===== src/rtl/cordic_vectoring_iter_pkg.sv =====
// Shared constants, state encoding and helpers for the CORDIC vectoring blocks.
package cordic_pkg;

    localparam int FRAC_BITS = 12;
    localparam int ATAN_N    = 12;
    localparam int CNT_W     = 4;
    localparam int SEXT_W    = 32;

    typedef enum logic [1:0] {
        IDLE = 2'd0,
        ITER = 2'd1,
        DONE = 2'd2
    } state_t;

    // atan(2^-i) in Q2.12 radians; entries past the table end read as zero.
    function automatic logic signed [15:0] atan_lut(input logic [CNT_W-1:0] i);
        case (i)
            4'd0:    atan_lut = 16'sd3217;
            4'd1:    atan_lut = 16'sd1899;
            4'd2:    atan_lut = 16'sd1003;
            4'd3:    atan_lut = 16'sd509;
            4'd4:    atan_lut = 16'sd256;
            4'd5:    atan_lut = 16'sd128;
            4'd6:    atan_lut = 16'sd64;
            4'd7:    atan_lut = 16'sd32;
            4'd8:    atan_lut = 16'sd16;
            4'd9:    atan_lut = 16'sd8;
            4'd10:   atan_lut = 16'sd4;
            4'd11:   atan_lut = 16'sd2;
            default: atan_lut = 16'sd0;
        endcase
    endfunction

    // Sign-extend the low w bits of v to the full SEXT_W width; callers cast down to IW.
    function automatic logic signed [SEXT_W-1:0] sext(input logic [SEXT_W-1:0] v, input int w);
        logic signed [SEXT_W-1:0] t;
        t = v << (SEXT_W - w);
        return t >>> (SEXT_W - w);
    endfunction

endpackage


===== src/rtl/cordic_vectoring_iter_if.sv =====
// Valid/ready vector-in / result-out bundle for the iterative CORDIC vectoring core.
interface cordic_vectoring_iter_if #(
    parameter int DATA_WIDTH = 15,
    parameter int IW         = DATA_WIDTH + 2
);
    logic                         in_valid;
    logic                         in_ready;
    logic signed [DATA_WIDTH-1:0] X_in;
    logic signed [DATA_WIDTH-1:0] Y_in;
    logic signed [DATA_WIDTH-1:0] theta_in;
    logic                         out_valid;
    logic                         out_ready;
    logic signed [IW-1:0]         mag_out;
    logic signed [DATA_WIDTH-1:0] theta_out;

    modport master (
        output in_valid, X_in, Y_in, theta_in, out_ready,
        input  in_ready, out_valid, mag_out, theta_out
    );

    modport slave (
        input  in_valid, X_in, Y_in, theta_in, out_ready,
        output in_ready, out_valid, mag_out, theta_out
    );
endinterface


===== src/rtl/cordic_vectoring_iter_microrot.sv =====
// One combinational CORDIC vectoring micro-rotation; rotates toward y = 0.
module cordic_microrot #(
    parameter int IW         = 17,
    parameter int DATA_WIDTH = 15,
    parameter int SH_W       = 4
) (
    input  logic signed [IW-1:0]         x,
    input  logic signed [IW-1:0]         y,
    input  logic signed [DATA_WIDTH-1:0] z,
    input  logic        [SH_W-1:0]       shift,
    input  logic signed [DATA_WIDTH-1:0] atan,
    output logic signed [IW-1:0]         x_next,
    output logic signed [IW-1:0]         y_next,
    output logic signed [DATA_WIDTH-1:0] z_next
);
    logic signed [IW-1:0] x_sh;
    logic signed [IW-1:0] y_sh;

    // Direction follows the sign of y; both updates use the pre-rotation x and y.
    always_comb begin
        x_sh = x >>> shift;
        y_sh = y >>> shift;
        if (!y[IW-1]) begin
            x_next = x + y_sh;
            y_next = y - x_sh;
            z_next = z + atan;
        end else begin
            x_next = x - y_sh;
            y_next = y + x_sh;
            z_next = z - atan;
        end
    end
endmodule


===== src/rtl/cordic_vectoring_iter.sv =====
// Folded CORDIC vectoring core: one micro-rotation per clock, result held until taken.
module cordic_vectoring_iter
    import cordic_pkg::*;
#(
    parameter int DATA_WIDTH = 15,
    parameter int ITERATIONS = 12,
    parameter int IW         = DATA_WIDTH + 2
) (
    input logic                    clk,
    input logic                    rst,
    cordic_vectoring_iter_if.slave bus
);
    state_t                       state_q, state_d;
    logic        [CNT_W-1:0]      cnt_q;
    logic signed [IW-1:0]         x_q, y_q;
    logic signed [DATA_WIDTH-1:0] z_q;
    logic signed [IW-1:0]         mag_q;
    logic signed [DATA_WIDTH-1:0] theta_q;
    logic signed [IW-1:0]         x_n, y_n;
    logic signed [DATA_WIDTH-1:0] z_n;
    logic signed [DATA_WIDTH-1:0] atan_c;
    logic                         last_c;
    logic                         in_ready_c;
    logic                         out_valid_c;

    assign atan_c = DATA_WIDTH'(atan_lut(cnt_q));
    assign last_c = (cnt_q == CNT_W'(ITERATIONS - 1));

    cordic_microrot #(
        .IW         (IW),
        .DATA_WIDTH (DATA_WIDTH),
        .SH_W       (CNT_W)
    ) u_rot (
        .x      (x_q),
        .y      (y_q),
        .z      (z_q),
        .shift  (cnt_q),
        .atan   (atan_c),
        .x_next (x_n),
        .y_next (y_n),
        .z_next (z_n)
    );

    // State register.
    always_ff @(posedge clk) begin
        if (rst) state_q <= IDLE;
        else     state_q <= state_d;
    end

    // Next-state and handshake outputs; DONE never accepts, so no same-cycle turnaround.
    always_comb begin
        state_d     = state_q;
        in_ready_c  = 1'b0;
        out_valid_c = 1'b0;
        case (state_q)
            IDLE: begin
                in_ready_c = 1'b1;
                if (bus.in_valid) state_d = ITER;
            end
            ITER: begin
                if (last_c) state_d = DONE;
            end
            DONE: begin
                out_valid_c = 1'b1;
                if (bus.out_ready) state_d = IDLE;
            end
            default: state_d = IDLE;
        endcase
    end

    // Datapath: load on accept, rotate while iterating, latch results on the final step.
    always_ff @(posedge clk) begin
        if (rst) begin
            cnt_q   <= '0;
            x_q     <= '0;
            y_q     <= '0;
            z_q     <= '0;
            mag_q   <= '0;
            theta_q <= '0;
        end else begin
            case (state_q)
                IDLE: begin
                    if (bus.in_valid) begin
                        x_q   <= IW'(sext(SEXT_W'(bus.X_in), DATA_WIDTH));
                        y_q   <= IW'(sext(SEXT_W'(bus.Y_in), DATA_WIDTH));
                        z_q   <= bus.theta_in;
                        cnt_q <= '0;
                    end
                end
                ITER: begin
                    x_q <= x_n;
                    y_q <= y_n;
                    z_q <= z_n;
                    if (last_c) begin
                        mag_q   <= x_n;
                        theta_q <= z_n;
                    end else begin
                        cnt_q <= cnt_q + 1'b1;
                    end
                end
                default: ;
            endcase
        end
    end

    assign bus.in_ready  = in_ready_c;
    assign bus.out_valid = out_valid_c;
    assign bus.mag_out   = mag_q;
    assign bus.theta_out = theta_q;
endmodule


===== src/flat_wrapper.sv =====
// flat-port wrapper written by rule: the top's interface ports become plain ports
module cordic_vectoring_iter_flat import cordic_pkg::*;
#(
    parameter int DATA_WIDTH = 15,
    parameter int ITERATIONS = 12,
    parameter int IW         = DATA_WIDTH + 2
)
  (clk, rst, bus_in_valid, bus_X_in, bus_Y_in, bus_theta_in, bus_out_ready, bus_in_ready, bus_out_valid, bus_mag_out, bus_theta_out);
  cordic_vectoring_iter_if #(.DATA_WIDTH(DATA_WIDTH), .IW(IW)) bus_i ();
  input logic clk;
  input logic rst;
  input wire logic [$bits(bus_i.in_valid)-1:0] bus_in_valid;
  input wire logic [$bits(bus_i.X_in)-1:0] bus_X_in;
  input wire logic [$bits(bus_i.Y_in)-1:0] bus_Y_in;
  input wire logic [$bits(bus_i.theta_in)-1:0] bus_theta_in;
  input wire logic [$bits(bus_i.out_ready)-1:0] bus_out_ready;
  output wire logic [$bits(bus_i.in_ready)-1:0] bus_in_ready;
  output wire logic [$bits(bus_i.out_valid)-1:0] bus_out_valid;
  output wire logic [$bits(bus_i.mag_out)-1:0] bus_mag_out;
  output wire logic [$bits(bus_i.theta_out)-1:0] bus_theta_out;
  assign bus_i.in_valid = bus_in_valid;
  assign bus_i.X_in = bus_X_in;
  assign bus_i.Y_in = bus_Y_in;
  assign bus_i.theta_in = bus_theta_in;
  assign bus_i.out_ready = bus_out_ready;
  assign bus_in_ready = bus_i.in_ready;
  assign bus_out_valid = bus_i.out_valid;
  assign bus_mag_out = bus_i.mag_out;
  assign bus_theta_out = bus_i.theta_out;
  cordic_vectoring_iter #(.DATA_WIDTH(DATA_WIDTH), .ITERATIONS(ITERATIONS), .IW(IW)) u_core (.clk(clk), .rst(rst), .bus(bus_i));
endmodule

===== config.mk =====
export PLATFORM = sky130hd
export DESIGN_NAME = cordic_vectoring_iter_flat
export DESIGN_NICKNAME = d
export VERILOG_FILES = /design/src/rtl/cordic_vectoring_iter_pkg.sv /design/src/rtl/cordic_vectoring_iter_if.sv /design/src/rtl/cordic_vectoring_iter_microrot.sv /design/src/rtl/cordic_vectoring_iter.sv /design/src/flat_wrapper.sv
export SDC_FILE = /design/constraint.sdc
export NUM_CORES = 1
export LEC_CHECK = 0
export ABC_AREA = 1
export CORE_ASPECT_RATIO = 0.6
export CORE_MARGIN = 2
export CORE_UTILIZATION = 54
export CTS_BUF_LIST = sky130_fd_sc_hd__clkbuf_16
export DETAILED_ROUTE_END_ITERATION = 6
export PLACE_DENSITY_LB_ADDON = 0.15
export SLEW_MARGIN = 5
export SYNTH_ARGS = -nofsm -noshare
export SYNTH_HDL_FRONTEND = slang
export SYNTH_HIERARCHICAL = 1
export SYNTH_SLANG_ARGS = --single-unit

===== constraint.sdc =====
create_clock -name clk -period 3.6 [get_ports clk]
set_input_delay 0.72 -clock clk [delete_from_list [all_inputs] [get_ports clk]]
set_output_delay 0.72 -clock clk [all_outputs]
set_load 0.02 [all_outputs]

==> impl_metrics.py, run 1 <==
metrics = {
    "run_status": {
        "status": "finished with violations",
        "violations": "DRC, setup timing",
    },
    "pwr": {
        "vdd_drop_max_mv": 0.352,
        "p_per_area_nw_per_um2": 631,
        "leakagePower_uw": 0.00628,
    },
    "timing": {
        "setup_viol": 15,
        "rsz0062_at_grt": "yes",
        "setup_ws_ps": -176,
        "fin_skew_ps": 21.7,
        "period_minus_slack_ps": 3780,
        "worstMarginPinSlew_ps": 838,
        "finalCritPeriodShare_pct": 105,
        "slew_headroom_pct": 44.1,
        "hold_slack_ps": 463,
        "final-hold-violation-count": 0,
        "fmax_mhz": 265,
        "final.setup.tns_ps": -882,
        "slew_violations": 0,
    },
    "synth": {
        "synth_edf_count": 0,
        "yosysTopAreaCell": "dfxtp_1",
        "synth_area_per_cell_um2": 6.28,
        "postSynthCellCount": 1459,
        "synth-warning-count": 6,
        "synth-seq-area-share_pct": 21.6,
        "postSynth.asyncResetShare_pct": 0,
        "ys_ff_latch": 99,
        "synth_top_cell_area_share_pct": 21.6,
        "synthFlopType": "dfxtp_1",
        "synthDistinctLibCells": 41,
        "yosys-top-cells-area": "dfxtp_1 (22%), nand2_1 (18%), nand3_1 (9.8%)",
        "synthesis.area_um2": 9160,
    },
    "finish": {
        "mostFrequentLayoutCell": "nand2_1",
        "area.growth.synth_to_final_pct": 43.3,
        "drive_above_1_share_pct": 30.7,
        "layout_common_cells": "nand2_1 (383), buf_4 (189), nand3_1 (136), inv_1 (127), dfxtp_1 (96)",
        "diodes": 0,
        "fin_util_pct": 80.1,
        "nNetsFinal": 1803,
    },
    "detailed_routing": {
        "postRouteAntennaNets": 0,
        "drt_pass1_iterations": 7,
        "avgViaCountPerCell": 5.98,
        "drc": 1,
        "finalWirelength_um": 36200,
        "drt-wirelength-per-cell_um": 18.8,
        "vias": 11500,
        "drt-initial-drc-count": 1449,
    },
    "setup_path": {
        "cp-startpoint": "u_core/cnt_q[0]",
        "cp_data_required_time_ps": 3870,
        "path_max_fanout": 11,
        "crit_path_start_kind": "flip-flop",
        "r2r_start": "u_core/cnt_q[0]",
        "rrSetupSlack_ps": -180,
        "end_kind": "flip-flop",
        "arrival_ps": 4050,
        "crit_top_cell": "nand2_1",
        "slowest_stage": "dfxtp_4",
        "critPathMaxStageDelay_ps": 420,
        "crit_chain": "clkbuf_16 -> o211ai_1 -> nand3_2 -> nand3_2 -> nand2_4 -> ha_4 -> buf_4 -> nor2_2 -> xor2_1 -> inv_1 -> ha_4 -> nand2_1 -> o21ai_2 -> nand3_1 -> nand2_1 -> buf_4 -> nand4_1 -> o2111ai_1 -> xor2_1 -> nand2_1 -> a31oi_1",
        "worstSetupPathType": "reg -> reg",
    },
    "grt": {
        "grt_max_degree": 87,
        "first_global_vias": 9550,
        "grt_util_all_layers_pct": 34.9,
        "overflow": 0,
        "antenna_found_initial": 1,
        "grt_pass1_wl_um": 49400,
    },
    "placed_design": {
        "port_buffers": 82,
        "gp_congestion": 1.02,
        "pre_cts_slack_ps": -295,
        "dp_hpwl_um": 23900,
    },
    "cts": {
        "cts_htree_levels": 3,
        "numCtsBuffers": 9,
        "clock-root-buffer": "clkbuf_16",
        "clk_path_buf_depth": 2,
        "hold_buffers": 0,
        "clock_latency_ps": 370,
        "clock_sinks": 99,
        "path_clk_slew_ps": 80,
        "cts_tree": "built",
    },
    "floorplan": {
        "dieArea_um2": 18100,
        "initial_utilization_pct": 55.9,
        "placementRows": 36,
        "die_width_um": 172,
        "io_pins": 83,
        "die_h_um": 105,
        "core_area_um2": 16400,
    },
    "job": {
        "drv_cap": 0,
    },
    "min_path": {
        "hold_path.class": "reg -> reg",
        "min_from": "u_core/bus.theta_out[6]",
    },
}
## critical path: cells and delay by family, from the launching register on
| kind | cells | cell delay [ps] |
|---|---|---|
| flops | 1 | 420 |
| xor+xnor | 2 | 430 |
| buf+inv | 4 | 600 |
| fa+ha+maj | 2 | 480 |
| simple gates | 9 | 880 |
| compound gates | 4 | 860 |
## layer usage
metal,GRT usage [%],share of wire (%),vias up
li1,-,-,5274
met1,53.4,44,5345
met4,5.10,2.4,0
met5,0,0,-
met2,46.0,40,774
met3,13.6,14,131
## repair_timing
action	in CTS	in global routing
resized for setup	45	242
endpoints found under the setup margin	28	31
pin swaps	19	94
cloned	2	3
setup buffers	5	24
## report_power, final
part | total (uW) | internal, uW | switching [uW]
Sequential | 1370 | 1210 | 164
Combinational | 5920 | 2540 | 3380
Clock | 994 | 538 | 456
## cells in the mapped netlist, types with 2 or more instances
cell / instances
o2111ai_1: 3
clkbuf_1: 27
fa_1: 3
xnor2_1: 19
nand4_1: 10
nor2_1: 79
nand3b_1: 3
nand2_1: 449
nand2_4: 4
o31ai_1: 4
a211oi_1: 6
nand2_2: 23
inv_2: 9
a21oi_1: 56
a21boi_0: 5
nor2_2: 8
a31oi_1: 56
ha_1: 56
o21ai_1: 6
o221ai_1: 2
o21ai_2: 4
buf_6: 4
nor2_4: 4
nand3_2: 13
o21ai_0: 72
xor2_1: 48
buf_4: 7
dfxtp_1: 99
nor2_8: 2
nand3_1: 179
buf_2: 28
inv_1: 137
a211oi_2: 18
buf_1: 4
nor3_1: 6
## path summary, 6_finish.rpt
kind	to	cells after the start
max	u_core/y_q[13]	21
min	u_core/bus.theta_out[6]	2
max reg2reg	u_core/y_q[13]	21
min reg2reg	u_core/bus.theta_out[6]	2
## cells by family after synthesis
kind of cell / Yosys count / synth area share (%)
other: 1 / 0.0409
XOR/XNOR: 67 / 6.40
adder cells (fa/ha/maj): 59 / 8.30
AO/OA/AOI/OAI: 234 / 15.9
flip-flops: 99 / 21.6
buffers and inverters: 218 / 10.1
AND/OR/NAND/NOR: 781 / 37.7
## sequential cells by signal (all words and copies together) (netlist names)
| name | flops |
|---|---|
| u_core/state_q | 2 |
| u_core/cnt_q | 4 |
| u_core/bus.mag_out | 17 |
| u_core/x_q | 17 |
| u_core/y_q | 17 |
| u_core/atan_c | 12 |
| u_core/bus.theta_out | 15 |
| u_core/z_q | 15 |
## final cells by class
| class | count | area (um^2) |
|---|---|---|
| repair buffers | 292 | 2630 |
| inverters | 147 | 567 |
| fillers | 1166 | 3270 |
| clock inverters | 7 | 68.8 |
| multi-input cells | 1146 | 7360 |
| flip-flops and latches | 99 | 1990 |
| clock buffers | 9 | 225 |
| well taps | 228 | 285 |
## per-stage QoR
stage / total power, uW / area, um^2 / instances
global placement: 5770 / 11300 / 1880
detailed placement: 5860 / 11300 / 1880
finish: 8280 / 13100 / 1928
global route: 8730 / 13100 / 1928
CTS: 7060 / 11900 / 1903
floorplan: 4110 / 9180 / 1463
No activity file was read; power rests on OpenSTA's default activity.
==> inputs of run 2 (changes only) <==
--- a/config.mk
+++ b/config.mk
@@ -6,7 +6,6 @@
 export NUM_CORES = 1
 export LEC_CHECK = 0
 export ABC_AREA = 1
-export CORE_ASPECT_RATIO = 0.6
 export CORE_MARGIN = 2
 export CORE_UTILIZATION = 54
 export CTS_BUF_LIST = sky130_fd_sc_hd__clkbuf_16
==> impl_metrics.py, run 2 (same netlist as run 1, synthesis figures left out) <==
metrics = {
    "run_status": {
        "status": "completed",
    },
    "timing": {
        "slew_headroom_pct": 19.8,
        "fmax_mhz": 280,
        "final.setup.tns_ps": 0,
        "final-hold-violation-count": 0,
        "period_minus_slack_ps": 3580,
        "fin_skew_ps": 14.2,
        "slew_violations": 0,
        "setup_viol": 0,
        "rsz0062_at_grt": "yes",
        "worstMarginPinSlew_ps": 1200,
        "finalCritPeriodShare_pct": 99.4,
    },
    "floorplan": {
        "io_pins": 83,
        "placementRows": 47,
        "die_h_um": 134,
        "die_width_um": 134,
        "dieArea_um2": 18000,
        "core_area_um2": 16600,
        "initial_utilization_pct": 55.3,
    },
    "cts": {
        "clock_sinks": 99,
        "hold_buffers": 0,
        "cts_htree_levels": 3,
        "path_clk_slew_ps": 80,
        "cts_tree": "built",
        "clk_path_buf_depth": 2,
        "numCtsBuffers": 9,
        "clock_latency_ps": 360,
        "clock-root-buffer": "clkbuf_16",
    },
    "pwr": {
        "leakagePower_uw": 0.00576,
        "power_uw": 7260,
        "vdd_drop_max_mv": 0.424,
        "p_per_area_nw_per_um2": 602,
    },
    "detailed_routing": {
        "drc": 0,
        "postRouteAntennaNets": 0,
        "drt-wirelength-per-cell_um": 16.1,
        "drt_pass1_iterations": 5,
        "avgViaCountPerCell": 5.66,
        "finalWirelength_um": 29600,
        "drt-initial-drc-count": 834,
        "vias": 10400,
    },
    "setup_path": {
        "cp_data_required_time_ps": 3890,
        "path_max_fanout": 8,
        "crit_chain": "clkinv_8 -> buf_8 -> nand2_4 -> nand3_2 -> nand3_1 -> nand2_1 -> nand2_1 -> nand2_2 -> buf_4 -> nor2_4 -> nand3_2 -> o21ai_4 -> nand3_1 -> o21ai_1 -> ha_1 -> a21oi_2 -> nor2_1 -> o21ai_1 -> o2111ai_1 -> a31oi_1 -> nand3_1 -> nand2_2 -> nand2_2 -> a21oi_1",
        "cp.depth": 24,
        "r2r_cells": 24,
        "arrival_ps": 3870,
        "critPathBufInv": 3,
        "slowest_stage": "dfxtp_4",
        "critPathMaxStageDelay_ps": 460,
        "crit_path_start_kind": "flip-flop",
        "r2r_start": "u_core/cnt_q[0]",
        "cp-startpoint": "u_core/cnt_q[0]",
        "cpLargestDelayFamily": "compound AO/OA/AOI/OAI gates",
        "worstSetupPathType": "reg -> reg",
        "end_kind": "flip-flop",
    },
    "grt": {
        "grt_max_degree": 84,
        "grt_pass1_wl_um": 44900,
        "grt_util_all_layers_pct": 30.7,
        "antenna_found_initial": 0,
        "first_global_vias": 9116,
        "overflow": 0,
    },
    "finish": {
        "register_area_um2": 1990,
        "design_area_um2": 12100,
        "area.growth.synth_to_final_pct": 31.7,
        "drive_above_1_share_pct": 22.5,
        "diodes": 0,
        "multi_input_area_um2": 6950,
        "nNetsFinal": 1723,
        "layout_common_cells": "nand2_1 (408), nand3_1 (155), inv_1 (134), buf_4 (112), dfxtp_1 (95)",
        "mostFrequentLayoutCell": "nand2_1",
        "fillCellCount": 1407,
        "fin_util_pct": 72.8,
    },
    "placed_design": {
        "place_area_um2": 10800,
        "gp_congestion": 1.02,
        "port_buffers": 82,
        "dp_hpwl_um": 21200,
    },
    "min_path": {
        "hold_path.class": "reg -> reg",
        "min_from": "u_core/bus.theta_out[5]",
        "worstHoldPathCells": 2,
    },
    "job": {
        "drv_cap": 0,
    },
}
[run 2: cell type report]
class / count / share of cell area [%]
clock buffer: 9 / 1.87
tap: 220 / 2.28
inverter: 147 / 4.75
timing repair buffer: 210 / 16.1
clock inverter: 7 / 0.716
sequential: 99 / 16.5
multi-input combinational: 1146 / 57.6
timing repair inverter: 2 / 0.114
[run 2: power by group]
group / total [uW] / internal (uW) / switching, uW
Clock: 1030 / 553 / 480
Combinational: 4860 / 2050 / 2810
Sequential: 1370 / 1210 / 163
[run 2: worst reg2reg max path: stages, from the launching register on]
cell       delay, ps
dfxtp_4          460
clkinv_8         100
buf_8            150
nand2_4           70
nand3_2           80
nand3_1          100
nand2_1           80
nand2_1           90
nand2_2           80
buf_4            150
nor2_4           100
nand3_2          130
o21ai_4          180
nand3_1           80
o21ai_1           80
ha_1             280
a21oi_2          230
nor2_1            60
o21ai_1          130
o2111ai_1        160
a31oi_1          270
nand3_1          130
nand2_2          110
nand2_2           70
a21oi_1          160
[run 2: final timing paths]
| check | end | slack [ps] |
|---|---|---|
| worst max register to register | u_core/bus.mag_out[16] | 20 |
| worst max-delay path | u_core/bus.mag_out[16] | 20 |
| worst min register to register | u_core/bus.theta_out[5] | 460 |
| worst min-delay path | u_core/bus.theta_out[5] | 460 |
[run 2: through the flow]
step / setup WS [ps] / hold WS [ps] / cells
detailed placement: -99.1 / 454 / 1802
CTS: 4.41 / 466 / 1818
finish: 22.4 / 463 / 1840
global route: -179 / 494 / 1840
floorplan: 63.6 / 454 / 1463
global placement: -16.4 / 449 / 1802
[run 2: per-layer routing]
metal / vias to the layer above / GRT usage (%) / wire, um
met2: 387 / 52.0 / 14100
met5: - / 0 / 0
met1: 4814 / 41.2 / 12600
met3: 88 / 3.33 / 1890
li1: 5132 / - / -
met4: 0 / 9.12 / 1070
[run 2: timing repair]
item,in CTS,in global routing
setup endpoints to repair,12,32
cloned,0,5
pin swaps,1,57
setup buffers,0,17
resized for setup,7,184
